$ cat src/rtl/mem_access_unit_if.sv
// Bundle of core request/response and data-memory port signals for mem_access_unit.
// slave: the unit itself; master: the core plus the memory it drives.
interface mem_access_unit_if;
  // Core side: req/we/funct3/addr/wdata are sampled only while the unit is idle.
  // done pulses for exactly one cycle per accepted request; err and rdata are
  // meaningful while done is high. The core must not expect any back-pressure:
  // a req seen while busy is simply ignored.
  logic        req;
  logic        we;
  logic [2:0]  funct3;
  logic [31:0] addr;
  logic [31:0] wdata;
  logic [31:0] rdata;
  logic        busy;
  logic        done;
  logic        err;
  // Memory side: readData is combinational from memAdr; memWrite commits at the clock edge.
  logic        memWrite;
  logic [31:0] memAdr;
  logic [31:0] writeData;
  logic [31:0] readData;

  modport slave (
    input  req, we, funct3, addr, wdata, readData,
    output rdata, busy, done, err, memWrite, memAdr, writeData
  );

  modport master (
    output req, we, funct3, addr, wdata, readData,
    input  rdata, busy, done, err, memWrite, memAdr, writeData
  );
endinterface

$ cat src/rtl/mem_access_unit.sv
// Load/store engine for a big-endian byte-addressed data memory (byte at memAdr = bits [31:24]).
// Optional build macro MEM_ALIGN_CHECK_EN rejects misaligned halfword/word accesses.
module mem_access_unit #(
  parameter int ADDR_W    = 16,
  parameter int LOAD_WAIT = 0
) (
  input  logic              clk,
  input  logic              rst_n,
  mem_access_unit_if.slave  bus,
  output logic [2:0]        dbg_state
);

  typedef enum logic [2:0] {
    S_IDLE   = 3'd0,
    S_WAIT   = 3'd1,
    S_LOAD   = 3'd2,
    S_RMW_RD = 3'd3,
    S_RMW_WR = 3'd4,
    S_ST_WR  = 3'd5,
    S_DONE   = 3'd6
  } state_t;

  localparam logic [3:0] WAIT_LAST = 4'((LOAD_WAIT > 0) ? (LOAD_WAIT - 1) : 0);
  localparam bit         HAS_WAIT  = (LOAD_WAIT > 0);

  state_t      state;
  state_t      state_next;

  logic        we_q;
  logic [2:0]  f3_q;
  logic [31:0] addr_q;
  logic [31:0] wdata_q;
  logic [23:0] old_q;
  logic [31:0] rdata_q;
  logic        err_q;
  logic [3:0]  wait_cnt;

  logic        illegal_f3;
  logic        misaligned;
  logic        reject;
  logic [31:0] load_ext;
  logic [31:0] merged;
  logic        unused_addr_bits;

  // Request screening happens on the raw bus so a rejected request goes straight to DONE.
  assign illegal_f3 = (bus.funct3 == 3'b011) || (bus.funct3 == 3'b110) ||
                      (bus.funct3 == 3'b111) || (bus.funct3[2] && bus.we);

`ifdef MEM_ALIGN_CHECK_EN
  assign misaligned = ((bus.funct3[1:0] == 2'b01) && bus.addr[0]) ||
                      ((bus.funct3[1:0] == 2'b10) && (bus.addr[1:0] != 2'b00));
`else
  assign misaligned = 1'b0;
`endif

  assign reject = illegal_f3 || misaligned;

  always_ff @(posedge clk or negedge rst_n) begin
    if (!rst_n) begin
      state <= S_IDLE;
    end else begin
      state <= state_next;
    end
  end

  always_comb begin
    state_next = state;
    case (state)
      S_IDLE: begin
        if (bus.req) begin
          if (reject) begin
            state_next = S_DONE;
          end else if (!bus.we) begin
            state_next = HAS_WAIT ? S_WAIT : S_LOAD;
          end else if (bus.funct3 == 3'b010) begin
            state_next = S_ST_WR;
          end else begin
            state_next = HAS_WAIT ? S_WAIT : S_RMW_RD;
          end
        end
      end
      S_WAIT: begin
        if (wait_cnt == WAIT_LAST) begin
          state_next = we_q ? S_RMW_RD : S_LOAD;
        end
      end
      S_LOAD:   state_next = S_DONE;
      S_RMW_RD: state_next = S_RMW_WR;
      S_RMW_WR: state_next = S_DONE;
      S_ST_WR:  state_next = S_DONE;
      S_DONE:   state_next = S_IDLE;
      default:  state_next = S_IDLE;
    endcase
  end

  // Byte/halfword lanes sit at the top of the word because the layout is big-endian.
  always_comb begin
    load_ext = bus.readData;
    case (f3_q)
      3'b000:  load_ext = {{24{bus.readData[31]}}, bus.readData[31:24]};
      3'b100:  load_ext = {24'h000000, bus.readData[31:24]};
      3'b001:  load_ext = {{16{bus.readData[31]}}, bus.readData[31:16]};
      3'b101:  load_ext = {16'h0000, bus.readData[31:16]};
      default: load_ext = bus.readData;
    endcase
  end

  always_comb begin
    merged = 32'h0;
    if (f3_q == 3'b000) begin
      merged = {wdata_q[7:0], old_q[23:0]};
    end else begin
      merged = {wdata_q[15:0], old_q[15:0]};
    end
  end

  always_ff @(posedge clk or negedge rst_n) begin
    if (!rst_n) begin
      we_q     <= 1'b0;
      f3_q     <= 3'b000;
      addr_q   <= 32'h0;
      wdata_q  <= 32'h0;
      old_q    <= 24'h0;
      rdata_q  <= 32'h0;
      err_q    <= 1'b0;
      wait_cnt <= 4'h0;
    end else begin
      if ((state == S_IDLE) && bus.req) begin
        we_q    <= bus.we;
        f3_q    <= bus.funct3;
        addr_q  <= bus.addr;
        wdata_q <= bus.wdata;
        err_q   <= reject;
      end
      if (state == S_WAIT) begin
        wait_cnt <= wait_cnt + 4'h1;
      end else begin
        wait_cnt <= 4'h0;
      end
      if (state == S_LOAD) begin
        rdata_q <= load_ext;
      end
      if (state == S_RMW_RD) begin
        old_q <= bus.readData[23:0];
      end
    end
  end

  // Write strobe and data are pure state decodes, so reset kills a pending write instantly.
  always_comb begin
    bus.writeData = 32'h0;
    case (state)
      S_RMW_WR: bus.writeData = merged;
      S_ST_WR:  bus.writeData = wdata_q;
      default:  bus.writeData = 32'h0;
    endcase
  end

  assign bus.memWrite = (state == S_RMW_WR) || (state == S_ST_WR);
  assign bus.memAdr   = 32'(addr_q[ADDR_W-1:0]);
  assign bus.rdata    = rdata_q;
  assign bus.busy     = (state != S_IDLE);
  assign bus.done     = (state == S_DONE);
  assign bus.err      = (state == S_DONE) && err_q;
  assign dbg_state    = state;

  assign unused_addr_bits = ^addr_q;

endmodule

$ cat src/flat_wrapper.sv
// flat-port wrapper written by rule: the top's interface ports become plain ports
module mem_access_unit_flat 
#(
  parameter int ADDR_W    = 16,
  parameter int LOAD_WAIT = 0
)
  (clk, rst_n, dbg_state, bus_req, bus_we, bus_funct3, bus_addr, bus_wdata, bus_readData, bus_rdata, bus_busy, bus_done, bus_err, bus_memWrite, bus_memAdr, bus_writeData);
  mem_access_unit_if bus_i ();
  input  logic clk;
  input  logic rst_n;
  output logic [2:0] dbg_state;
  input wire logic [$bits(bus_i.req)-1:0] bus_req;
  input wire logic [$bits(bus_i.we)-1:0] bus_we;
  input wire logic [$bits(bus_i.funct3)-1:0] bus_funct3;
  input wire logic [$bits(bus_i.addr)-1:0] bus_addr;
  input wire logic [$bits(bus_i.wdata)-1:0] bus_wdata;
  input wire logic [$bits(bus_i.readData)-1:0] bus_readData;
  output wire logic [$bits(bus_i.rdata)-1:0] bus_rdata;
  output wire logic [$bits(bus_i.busy)-1:0] bus_busy;
  output wire logic [$bits(bus_i.done)-1:0] bus_done;
  output wire logic [$bits(bus_i.err)-1:0] bus_err;
  output wire logic [$bits(bus_i.memWrite)-1:0] bus_memWrite;
  output wire logic [$bits(bus_i.memAdr)-1:0] bus_memAdr;
  output wire logic [$bits(bus_i.writeData)-1:0] bus_writeData;
  assign bus_i.req = bus_req;
  assign bus_i.we = bus_we;
  assign bus_i.funct3 = bus_funct3;
  assign bus_i.addr = bus_addr;
  assign bus_i.wdata = bus_wdata;
  assign bus_i.readData = bus_readData;
  assign bus_rdata = bus_i.rdata;
  assign bus_busy = bus_i.busy;
  assign bus_done = bus_i.done;
  assign bus_err = bus_i.err;
  assign bus_memWrite = bus_i.memWrite;
  assign bus_memAdr = bus_i.memAdr;
  assign bus_writeData = bus_i.writeData;
  mem_access_unit #(.ADDR_W(ADDR_W), .LOAD_WAIT(LOAD_WAIT)) u_core (.clk(clk), .rst_n(rst_n), .bus(bus_i), .dbg_state(dbg_state));
endmodule
$ cat config.mk
export PLATFORM = sky130hd
export DESIGN_NAME = mem_access_unit_flat
export DESIGN_NICKNAME = d
export VERILOG_FILES = /design/src/rtl/mem_access_unit_if.sv /design/src/rtl/mem_access_unit.sv /design/src/flat_wrapper.sv
export SDC_FILE = /design/constraint.sdc
export NUM_CORES = 1
export LEC_CHECK = 0
export CORE_ASPECT_RATIO = 1.2
export CORE_MARGIN = 3
export CORE_UTILIZATION = 30
export DETAILED_ROUTE_END_ITERATION = 16
export HOLD_SLACK_MARGIN = 0.05
export MAX_ROUTING_LAYER = met4
export PLACE_DENSITY_LB_ADDON = 0.2
export SLEW_MARGIN = 20
export SYNTH_ARGS = -nofsm -noshare
export SYNTH_HDL_FRONTEND = slang
export SYNTH_SLANG_ARGS = --single-unit
export TNS_END_PERCENT = 30
$ cat constraint.sdc
create_clock -name clk -period 2.29 [get_ports clk]
set_input_delay 0.458 -clock clk [delete_from_list [all_inputs] [get_ports clk]]
set_output_delay 0.458 -clock clk [all_outputs]
set_load 0.01 [all_outputs]
* Word-level counts from Yosys, hierarchy flattened
Index checks and enable logic that the tools add are counted.
** Word-level totals
- Register bits after elaboration :: 116
- Logic and storage cells :: 49
** Cells by class
- $add $sub $neg :: 1
- Eq/ne operators :: 15
- Mux-type cells :: 11
- Reduce and logical (&&, ||, !) cells :: 13
** Operators by type and width (count)
- $pmux W32 S4 :: 1
- $pmux W32 S2 :: 1
- $mux W32 :: 1
- $eq A3 B3 Y1 const B :: 7
- $mux W3 :: 5
- $eq A3 B2 Y1 const B :: 4
- $pmux W3 S4 :: 1
- $eq A3 B1 Y1 const B :: 2
- $logic_not A3 Y1 :: 2
- $add A4 B1 Y4 const B :: 1
- $logic_not A4 Y1 :: 1
- $logic_or A1 B1 Y1 :: 4
- $mux W4 :: 1
- $logic_and A1 B1 Y1 :: 3
- $reduce_bool A3 Y1 :: 1
- $reduce_or A3 Y1 :: 1
- $ne A2 B1 Y1 const B :: 1
- $ne A2 B2 Y1 const B :: 1
- $reduce_and A2 Y1 :: 1
- $mux W1 :: 1

* Depth between registers and ports, before layout
- Depth after elaboration :: 7
- Gate-level depth with buffers :: 6
- Depth with buffers taken out :: 4

* Worst setup path after synthesis
No wires, ideal clock.
- Kind :: register to output
- From :: register u_core.state[1], in the netlist u_core.dbg_state[1]
- To :: output bus_writeData[17]
- Arrival time :: 1.514 ns
- Path slack :: 0.318 ns
- Stages on the path, launching flop included :: 6
- Path buffers :: 3
- Cells stage by stage :: dfrtp_1 -> buf_4 -> nand2b_1 -> clkbuf_1 -> clkbuf_1 -> nor4_1
** On the way
- Word-level cells in the longest chain between the ends :: 2
- Elaborated cells on any way between the ends :: 3
** RTL lines
- start, declared :: line mem_access_unit.sv:26 : state_t state;
- start signal, assigned :: line mem_access_unit.sv:62 : state <= state_next;
- $eq A3 B3 Y1 :: line mem_access_unit.sv:152 : case (state)
- $pmux W32 S2 (*) :: line mem_access_unit.sv:152
- end, declared :: line flat_wrapper.sv:24 : output wire logic [$bits(bus_i.writeData)-1:0] bus_writeData;
Mark *: on every way between the ends. The rest lies on a longest branch, timed or not.

* Final worst setup path
- From :: register u_core.f3_q[1]
- To :: output bus_writeData[28]
** On the way
- Word-level cells in the longest chain between the ends :: 3
** RTL lines
- start, declared :: line mem_access_unit.sv:30 : logic [2:0] f3_q;
- start signal, assigned :: line mem_access_unit.sv:130 : f3_q <= bus.funct3;
- $logic_not A3 Y1 :: line mem_access_unit.sv:110 : if (f3_q == 3'b000) begin
- $mux W32 :: line mem_access_unit.sv:110
- $pmux W32 S2 :: line mem_access_unit.sv:152
No other way between the ends.

==> results by group <==
Hold path
  • HP Class: register to register
  • Hold path depth: 2
  • HP Start: u_core.bus.rdata[13]
  • Hold Path End: u_core.bus.rdata[13]

Floorplan
  • Initial core utilization: a little under a third
  • Core Region: 0.0183 sq mm
  • # rows: 54
  • # IOs: 206
  • Chip height: around 160 um
  • Total die area: around 0.021 sq mm
  • Die W: between 100 and 150 um

STA
  • Minimum clock period: approximately 2.4 ns
  • Hold Slack: around 0.5 ns
  • Final WS setup: -0.0892 ns
  • Max Clock Skew: just over 0.009 ns
  • RSZ-0062 raised after global routing: yes
  • Final setup violation count: 9
  • Slew Limit Fails: 0
  • F_max: about 0.42 GHz
  • Fin. Hold Viols: 0
  • Crit share post-route: 104%

GRT
  • Number of global-route vias before repair: between 4k and 5k
  • Overflow after GRT: 0
  • All-Layer GR Usage: between 10% and 20%
  • Global-route wire length before repair: roughly 26000 um
  • Pin count of the biggest net entering global routing: 50
  • Initial antenna violation count: 0

Layout
  • Antenna Cells: 0
  • Area grow syn2layout: 49.7%
  • Layout cells sized above 1: approximately 22%
  • Nets@finish: roughly 790

Clocking
  • H-tree depth: 4
  • CTS sink cnt: 116
  • Skew-Pair Late Insertion Delay: between 0.4 and 0.5 ns
  • CTS max path bufs: 2
  • CTS buffer count: 17
  • Clk root buf: clkbuf_16
  • Clock slew at reported path FFs: approximately 0.05 ns
  • CTS tree: done

Power
  • Worst vdd ir: a little over 0.7 mV
  • Sw Share: 34.7%
  • Register share of total power: between 30% and 40%
  • Gate power share: 43.0%
  • Pwr/cell area: around 1400 mW/mm^2
  • Psw: between 4000 and 5000 uW
  • LEAKAGE: between 0.003 and 0.004 uW
  • Clock power share: about a quarter
  • Cell Int Power: about 7500 uW

Placed design
  • GPL Wtd Cong: slightly below 0.8
  • Post-place setup slack: -0.0811 ns
  • Port Buffers: between 150 and 200
  • HPWL after detailed placement: between 10000 and 15000 um

Drt
  • Post-DR vias/cell: around 4.7
  • Routed Antenna Nets: 0
  • DR pass1 iterations: 4
  • First DRT Iteration DRCs: approximately 150
  • Via Count: around 4.5k
  • DR DRC count: 0
  • Wire per inst: ~17 um
  • Routed wire length: 16600 um

Setup path
  • Worst R2R Start: u_core.dbg_state[0]
  • Reg2Reg Capture Point: u_core.wdata_q[6]
  • CP required: 1.83 ns
  • R2R depth: 5
  • Critical Path AT: between 1.5 and 2 ns
  • Slowest stage delay, CP: ~0.45 ns
  • R2r setup slk: approximately 0.33 ns
  • Crit path kind: register to output pin
  • Buf/Inv on CP: 3
  • Top Family by Delay on Critical Path: simple AND/OR/NAND/NOR gates
  • Critical path fanouts, max: 8
  • Crit. End Element: output pin
  • CP Launch Type: register
  • Critical path's slowest cell: or3_4
  • Critical path, cell by cell: or3_4 > clkbuf_16 > buf_4 > nor3_2 > nor4_1 > clkbuf_2
  • CP startpoint: u_core.f3_q[1]

Synth
  • Distinct cells, synth: 42
  • Mapped Cells: 505
  • Top FF cell, synth: dfrtp_1
  • #FFs+latches synth: about 120
  • Ys async rst share: 100%
  • Synthesized area per cell: around 11 sq um
  • Mapped Area: roughly 0.0056 sq mm
  • Ys Warns: 0
  • Number of synthesized flops with an enable pin: 0
  • Post-synthesis sequential area ratio: 51.4%

Flow run
  • Max cap viols: 0

Status
  • Status: complete, but fails checks
  • Failing checks: negative setup slack
[flip-flops by register name (all words and copies together) (netlist names)]
name              flops
u_core.wdata_q       32
u_core.old_q         24
u_core.err_q          1
u_core.we_q           1
u_core.f3_q           3
u_core.addr_q        16
u_core.bus.rdata     32
u_core.wait_cnt       4
u_core.dbg_state      3
[logic make-up (layout without fill, tap and decap cells)]
kind of cell    Yosys count  after routing  share of synthesized area (%)
mux                     107            107                           20.8
xor+xnor                  2              2                          0.310
other cells               1             16                         0.0664
buf+inv                  58            239                           6.49
fa+ha+maj                 2              2                          0.443
simple gates            163            163                           14.9
flops                   116            116                           51.4
compound gates           56             56                           5.65
[stage by stage]
step / util, % / power (uW) / cell area, sq um / instances / TNS, ns
final: 46.2 / 11500 / 8460 / 953 / -0.603
after global routing: 46.2 / 12300 / 8460 / 953 / -1.36
after CTS: 45.8 / 11500 / 8380 / 950 / -1.11
after detailed placement: 41.8 / 8680 / 7660 / 915 / -0.246
after global placement: 41.8 / 8570 / 7660 / 915 / -0.526
after floorplan: - / 6250 / 5710 / 520 / 0
[tightest hold or removal path: cells and delay by family (launching register included)]
kind / cells / cell delay [ns]
simple gates: 1 / 0.05
flops: 1 / 0.34
compound gates: 1 / 0.06
[placed cells by master, fill, tap and decap left out, types with 18 or more instances in the layout]
master,count
nor2b_1,18
dlygate4sd2_1,18
clkdlybuf4s50_1,137
nor3_1,18
dfrtp_1,115
mux2_2,48
buf_4,21
o21ai_0,21
clkbuf_16,18
mux2i_1,24
nand2_1,37
mux2_1,35
nor2_1,41
[metal layers]
| metal | up-vias | part of all wire [%] | track usage (%) |
|---|---|---|---|
| met5 | - | 0 | - |
| met4 | 0 | 1.6 | 6.30 |
| met3 | 20 | 4.9 | 3.25 |
| met2 | 157 | 49 | 26.7 |
| met1 | 2208 | 45 | 21.6 |
| li1 | 2103 | - | - |
[worst max path at each step]
stage	cells past startpoint	to	slack (ns)
final	6	bus_writeData[28]	-0.09
after global routing	6	bus_writeData[17]	-0.14
after CTS	5	bus_writeData[31]	-0.15
after detailed placement	5	bus_writeData[31]	-0.08
after global placement	5	bus_writeData[31]	-0.09
after floorplan	5	bus_writeData[17]	0.32
[power groups by stage]
stage	Combinational [uW]	Sequential (uW)	Clock [uW]
2_1_floorplan	2530	3720	0
3_3_place_gp	4840	3730	0
3_5_place_dp	4920	3760	0
4_1_cts	4910	3750	2870
5_1_grt	5410	3890	2970
6_report	4960	3760	2800
[cell type report]
| class | instances | area, sq um |
|---|---|---|
| Inverter | 5 | 18.8 |
| Sequential cell | 116 | 2900 |
| Fill cell | 1727 | 9850 |
| Timing Repair Buffer | 203 | 1980 |
| Clock buffer | 19 | 443 |
| Tap cell | 252 | 315 |
| Clock inverter | 12 | 179 |
| Multi-Input combinational cell | 346 | 2610 |
[repair_timing]
action	in CTS	in global routing
resized for setup	92	24
gates cloned	0	1
endpoints found under the hold margin	32	0
pin swaps	12	3
setup buffers	3	2
setup endpoints to repair	35	19
hold buffers	1	0
[synthesized netlist by cell type, types with 2 or more instances]
cell type    n  share of area (%)
a211oi_1     7               0.93
a21oi_1     16                1.4
and3_1       2               0.22
buf_2       10               0.89
buf_4       22                2.9
buf_6        7                1.4
clkbuf_1    12               0.80
dfrtp_1    116                 51
ha_1         2               0.44
inv_1        5               0.33
mux2_1      35                7.0
mux2_2      48                9.6
mux2i_1     24                4.3
nand2_1     37                2.5
nand2b_1     2               0.22
nand3_1      2               0.18
nand4b_1     2               0.31
nor2_1      41                2.7
nor2b_1     18                2.0
nor3_1      32                2.8
nor3b_2      2               0.44
nor4_1      16                1.8
o21ai_0     21                1.9
o21ai_1      7               0.62
or3_1        2               0.22
Power figures use the tool's default switching activity.
